## config.mk

```make
export PLATFORM = sky130hd
export DESIGN_NAME = set_scan_datapath
export DESIGN_NICKNAME = d
export VERILOG_FILES = /design/src/rtl/set_scan_datapath.sv
export SDC_FILE = /design/constraint.sdc
export NUM_CORES = 1
export LEC_CHECK = 0
export ABC_AREA = 1
export CAP_MARGIN = 15
export CORE_ASPECT_RATIO = 0.6
export CORE_MARGIN = 10
export CORE_UTILIZATION = 58
export DETAILED_ROUTE_END_ITERATION = 6
export PLACE_DENSITY = 0.87
export SLEW_MARGIN = 5
export SYNTH_ARGS = -nofsm -noshare
export SYNTH_HDL_FRONTEND = slang
export SYNTH_SLANG_ARGS = --single-unit
```

## constraint.sdc

```tcl
create_clock -name clk_i -period 6.8 [get_ports clk_i]
set_input_delay 2.04 -clock clk_i [delete_from_list [all_inputs] [get_ports clk_i]]
set_output_delay 2.04 -clock clk_i [all_outputs]
set_load 0.01 [all_outputs]
```

## src/rtl/set_scan_datapath.sv

```systemverilog
// set_scan_datapath
//   Counts how many points of the 8x8 grid (x,y in 1..8) satisfy a set
//   operation over up to three circles. Four points are tested per cycle.
//   A two-stage pipeline holds a per-cycle count, then an 8-bit accumulator.
//
// Ports
//   clk_i        system clock, rising edge
//   rst_i        asynchronous active-high reset
//   buffer_en_i  load central_i/radius_i/mode_i (ignored while acc_en_i=1)
//   central_i    {x1,y1,x2,y2,x3,y3}, 4-bit unsigned each
//   radius_i     {r1,r2,r3}, 4-bit unsigned each
//   mode_i       0: A, 1: A&B, 2: A^B, 3: exactly two of A,B,C
//   coord_en_i   restart scan (k=0)
//   acc_clear_i  clear accumulator and pipeline stage
//   acc_en_i     scan/accumulate enable
//   clear_i      end-of-job flush (k=16, stage invalid)
//   candidate_o  number of qualifying grid points (0..64)
module set_scan_datapath (
  input  logic        clk_i,
  input  logic        rst_i,
  input  logic        buffer_en_i,
  input  logic [23:0] central_i,
  input  logic [11:0] radius_i,
  input  logic [1:0]  mode_i,
  input  logic        coord_en_i,
  input  logic        acc_clear_i,
  input  logic        acc_en_i,
  input  logic        clear_i,
  output logic [7:0]  candidate_o
);

  logic [23:0] central_q, central_d;
  logic [11:0] radius_q,  radius_d;
  logic [1:0]  mode_q,    mode_d;
  logic [4:0]  k_q,       k_d;
  logic [2:0]  cnt_q,     cnt_d;
  logic        vld_q,     vld_d;
  logic [7:0]  acc_q,     acc_d;

  logic [2:0]  pts_cnt;
  logic        scan_active;

  // Squared distance compared against r^2; the difference is taken as a
  // 5-bit signed value and squared through its magnitude.
  function automatic logic in_circle(input logic [3:0] px, input logic [3:0] py,
                                     input logic [3:0] cx, input logic [3:0] cy,
                                     input logic [3:0] r);
    logic [4:0] dx, dy;
    logic [3:0] ax, ay;
    logic [7:0] sx, sy, rr;
    logic [8:0] sum;
    dx  = {1'b0, px} - {1'b0, cx};
    dy  = {1'b0, py} - {1'b0, cy};
    ax  = dx[4] ? 4'(-dx) : dx[3:0];
    ay  = dy[4] ? 4'(-dy) : dy[3:0];
    sx  = 8'(ax) * 8'(ax);
    sy  = 8'(ay) * 8'(ay);
    rr  = 8'(r) * 8'(r);
    sum = {1'b0, sx} + {1'b0, sy};
    return sum <= {1'b0, rr};
  endfunction

  assign scan_active = (k_q < 5'd16);

  always_comb begin
    logic [3:0] px, py;
    logic       a, b, c, q;
    pts_cnt = '0;
    py      = 4'(k_q[3:1]) + 4'd1;
    for (int unsigned j = 0; j < 4; j++) begin
      px = {1'b0, k_q[0], 2'b00} + 4'(j) + 4'd1;
      a  = in_circle(px, py, central_q[23:20], central_q[19:16], radius_q[11:8]);
      b  = in_circle(px, py, central_q[15:12], central_q[11:8],  radius_q[7:4]);
      c  = in_circle(px, py, central_q[7:4],   central_q[3:0],   radius_q[3:0]);
      unique case (mode_q)
        2'd0:    q = a;
        2'd1:    q = a & b;
        2'd2:    q = a ^ b;
        default: q = (2'(a) + 2'(b) + 2'(c)) == 2'd2;
      endcase
      pts_cnt = pts_cnt + 3'(q);
    end
  end

  always_comb begin
    central_d = central_q;
    radius_d  = radius_q;
    mode_d    = mode_q;
    k_d       = k_q;
    cnt_d     = cnt_q;
    vld_d     = vld_q;
    acc_d     = acc_q;

    if (buffer_en_i && !acc_en_i) begin
      central_d = central_i;
      radius_d  = radius_i;
      mode_d    = mode_i;
    end

    // Scan index: restart beats flush beats advance; saturates at 16.
    if (coord_en_i)
      k_d = '0;
    else if (clear_i)
      k_d = 5'd16;
    else if (acc_en_i && scan_active)
      k_d = k_q + 5'd1;

    if (acc_clear_i) begin
      cnt_d = '0;
      vld_d = 1'b0;
    end else if (clear_i) begin
      vld_d = 1'b0;
    end else if (acc_en_i) begin
      if (scan_active) begin
        cnt_d = pts_cnt;
        vld_d = 1'b1;
      end else begin
        vld_d = 1'b0;
      end
    end

    if (acc_clear_i)
      acc_d = '0;
    else if (acc_en_i && vld_q)
      acc_d = acc_q + 8'(cnt_q);
  end

  always_ff @(posedge clk_i or posedge rst_i) begin
    if (rst_i) begin
      central_q <= '0;
      radius_q  <= '0;
      mode_q    <= '0;
      k_q       <= 5'd16;
      cnt_q     <= '0;
      vld_q     <= 1'b0;
      acc_q     <= '0;
    end else begin
      central_q <= central_d;
      radius_q  <= radius_d;
      mode_q    <= mode_d;
      k_q       <= k_d;
      cnt_q     <= cnt_d;
      vld_q     <= vld_d;
      acc_q     <= acc_d;
    end
  end

  assign candidate_o = acc_q;

endmodule

```

==> impl_metrics.tcl <==
set metrics [dict create \
    grt_max_degree 56 \
    synth_top_area_share_pct 29.2 \
    status "finished with violations" \
    wl_per_cell_um 20.4 \
    viasPerCell 6.18 \
    drive_above_1_share_pct 20.5 \
    worst_slack_ps -722 \
    cp.arrival_ps 7780 \
    dp_hpwl_um 28200 \
    clock_path_buffers 2 \
    fmax_mhz 133 \
    antenna_found_initial 0 \
    hold_buffers 0 \
    vias 12616 \
    syn-num-nets 1966 \
    min-delay-start "central_q[8]" \
    syn_area_per_cell_sq_um 7.62 \
    nFillCells 1233 \
    cts_made_buffers 5 \
    fin_skew_ps 18.1 \
    fin_crit_ps 7520 \
    synth-seq-area-share_pct 11.5 \
    worst_setup_path_end_kind "flop" \
    clkTransAtPathRegs_ps 100 \
    synth_edf_count 0 \
    place_ws_ps -712 \
    startpoint_type "flop" \
    layout.nets 2158 \
    synth.area.top_cells "ha_1 (29%), dfrtp_1 (11%), fa_1 (11%)" \
    floorplan.initialDensity_pct 59.5 \
    synthArstFlopShare_pct 100 \
    ff2ff_setup_slack_ps -720 \
    worst_path_max_delay_cell "fa_1" \
    drt_iter0_drc 1773 \
    finalHoldViolations 0 \
    clock-sinks 55 \
    hp-class "reg -> reg" \
    criticalPathCategory "reg -> reg" \
    die_y_um 131 \
    setup_viol 3 \
    fp.dieArea_sq_um 27000 \
    syn_area_sq_um 12000 \
    crit_fanout 4 \
    min_period_over_period_pct 111 \
    fp-row-count 40 \
    fp.coreArea_sq_um 20200 \
    grt_pass1_wl_um 60500 \
    yosysTopAreaCell "ha_1" \
    worstMarginPinSlew_ps 1160 \
    grt_pass1_vias 12036 \
    min_to "central_q[8]" \
    clock_latency_ps 330 \
    hold_slack_ps 559 \
    cp.required_ps 7060 \
    post-route-drc-count 7 \
    routabilityCongestion 0.948 \
    ys.flop_type "dfrtp_1" \
    timing.rr.end "cnt_q[1]" \
    fin_tns_setup_ps -1970 \
    ant_nets 0 \
    pin_count 53 \
    htreeDepth 2 \
    r2r_start "k_q[2]" \
    yosys_warnings 0 \
    slew_headroom_pct 22.1 \
    routed_wl_um 41600 \
    critPathMaxStageDelay_ps 810 \
    synthToLayoutAreaGrowth_pct 24.7 \
    timing.final.max_slew_violations 0 \
    cts_root_buf "clkbuf_16" \
    diodes 0 \
    violations "DRC, setup timing" \
    cap_violations 0 \
    cts_tree "done" \
    worstRegToRegCells 34 \
    synthDistinctLibCells 46 \
    syn_inst 1576 \
    final_util_pct 74.3 \
    io_buffer_count 52 \
    hold_depth 1 \
    ys_ff_latch 55 \
    crit_top_cell "inv_1" \
    rsz0062_at_grt "yes" \
    dr.pass1.iters 7 \
    die_x_um 206 \
    grt.total_usage_pct 27.2 \
    gr-total-overflow 0 \
]
## worst max-delay path, delay by kind of cell, from the launching register on
kind	cells	cell delay, ps
compound gates	5	670
xor+xnor	1	190
fa+ha+maj	12	4600
buf+inv	8	700
flops	1	460
simple gates	8	830
## layout by cell type (no fill, tap or decap), types with 11 or more instances in the layout
cell type          n
ha_1             249
xor2_1            69
a21oi_1          119
a21oi_2           23
inv_2             39
o21ai_1           17
nand2_2           20
clkdlybuf4s50_1   52
nand3_1           46
a31oi_1           13
o21ai_0           27
o21ai_2           11
nor2_2            12
ha_4              27
buf_4            137
nor2_1           148
o21bai_1          13
inv_1            239
or2_1             12
xnor2_1           22
fa_1              57
nand2_1          211
nor3_1            11
nand4_1           14
dfrtp_1           53
## cell type report
type	instances	area, sq um	share of cell area [%]
Clock buffer	6	139	0.927
Timing Repair Buffer	197	1670	11.2
Inverter	279	1050	7.03
Tap cell	273	342	2.28
Multi-Input combinational cell	1230	10400	69.2
Clock inverter	2	20.0	0.134
Sequential cell	55	1380	9.21
## layer usage
layer	up-vias	GRT usage, %	share of wire [%]
li1	5535	-	-
met1	5896	37.1	40
met2	921	43.1	43
met3	264	5.15	12
met4	0	6.91	5.2
met5	-	0	0
## cell usage after synthesis (5+ instances only)
cell and instances:
nor2_2 7, or2_1 12, inv_1 251, nor2_1 158, clkbuf_1 6, fa_1 65
a21o_1 10, a21oi_2 5, a21oi_1 140, o21ai_2 5, nand3_1 52, a31oi_1 16
dfrtp_1 54, buf_2 5, mux2_2 9, inv_2 28, xnor2_1 26, a21boi_0 5
nand2_1 230, o21ai_1 15, nand4_1 14, o21bai_1 13, xor2_1 74, ha_1 280
xor2_2 6, o21ai_0 37, nor3_1 16
## repair_timing
action                                  in CTS  in global routing
buffers inserted                            22                 11
endpoints found under the setup margin       3                  3
gates resized for setup                     84                 69
hold endpoints to repair                     0                  0
pin swaps                                   63                 68
## registers in the layout, indices dropped and copies added (netlist names)
register and cells:
central_q 24, candidate_o 8, cnt_q 3, radius_q 12, k_q 5, mode_q 2, vld_q 1
## how the worst max path moves through the flow
stage	start	end	cells after the start
2_1_floorplan	k_q[1]	cnt_q[1]	35
3_3_place_gp	k_q[1]	cnt_q[1]	30
3_5_place_dp	k_q[1]	cnt_q[1]	36
4_1_cts	k_q[1]	cnt_q[1]	34
5_1_grt	k_q[2]	cnt_q[1]	34
6_report	k_q[2]	cnt_q[1]	34
## kinds of logic after synthesis
group | Yosys count | share of synthesized area, %
muxes | 9 | 0.844
buffers and inverters | 291 | 9.15
AOI/OAI and AO/OA | 267 | 12.9
DFF | 55 | 11.5
adders and majority gates | 345 | 40.0
and+or+nand+nor | 503 | 17.5
xor gates and xnor gates | 106 | 8.11
## per-stage QoR
stage	cells	instance area [sq um]
floorplan	1576	12100
global placement	2005	13800
detailed placement	2005	13800
CTS	2031	14500
global route	2042	15000
finish	2042	15000
Power is left out: the tool's default activity adds up to more than one toggle a clock period on the data nets, which glitch-free logic cannot reach.
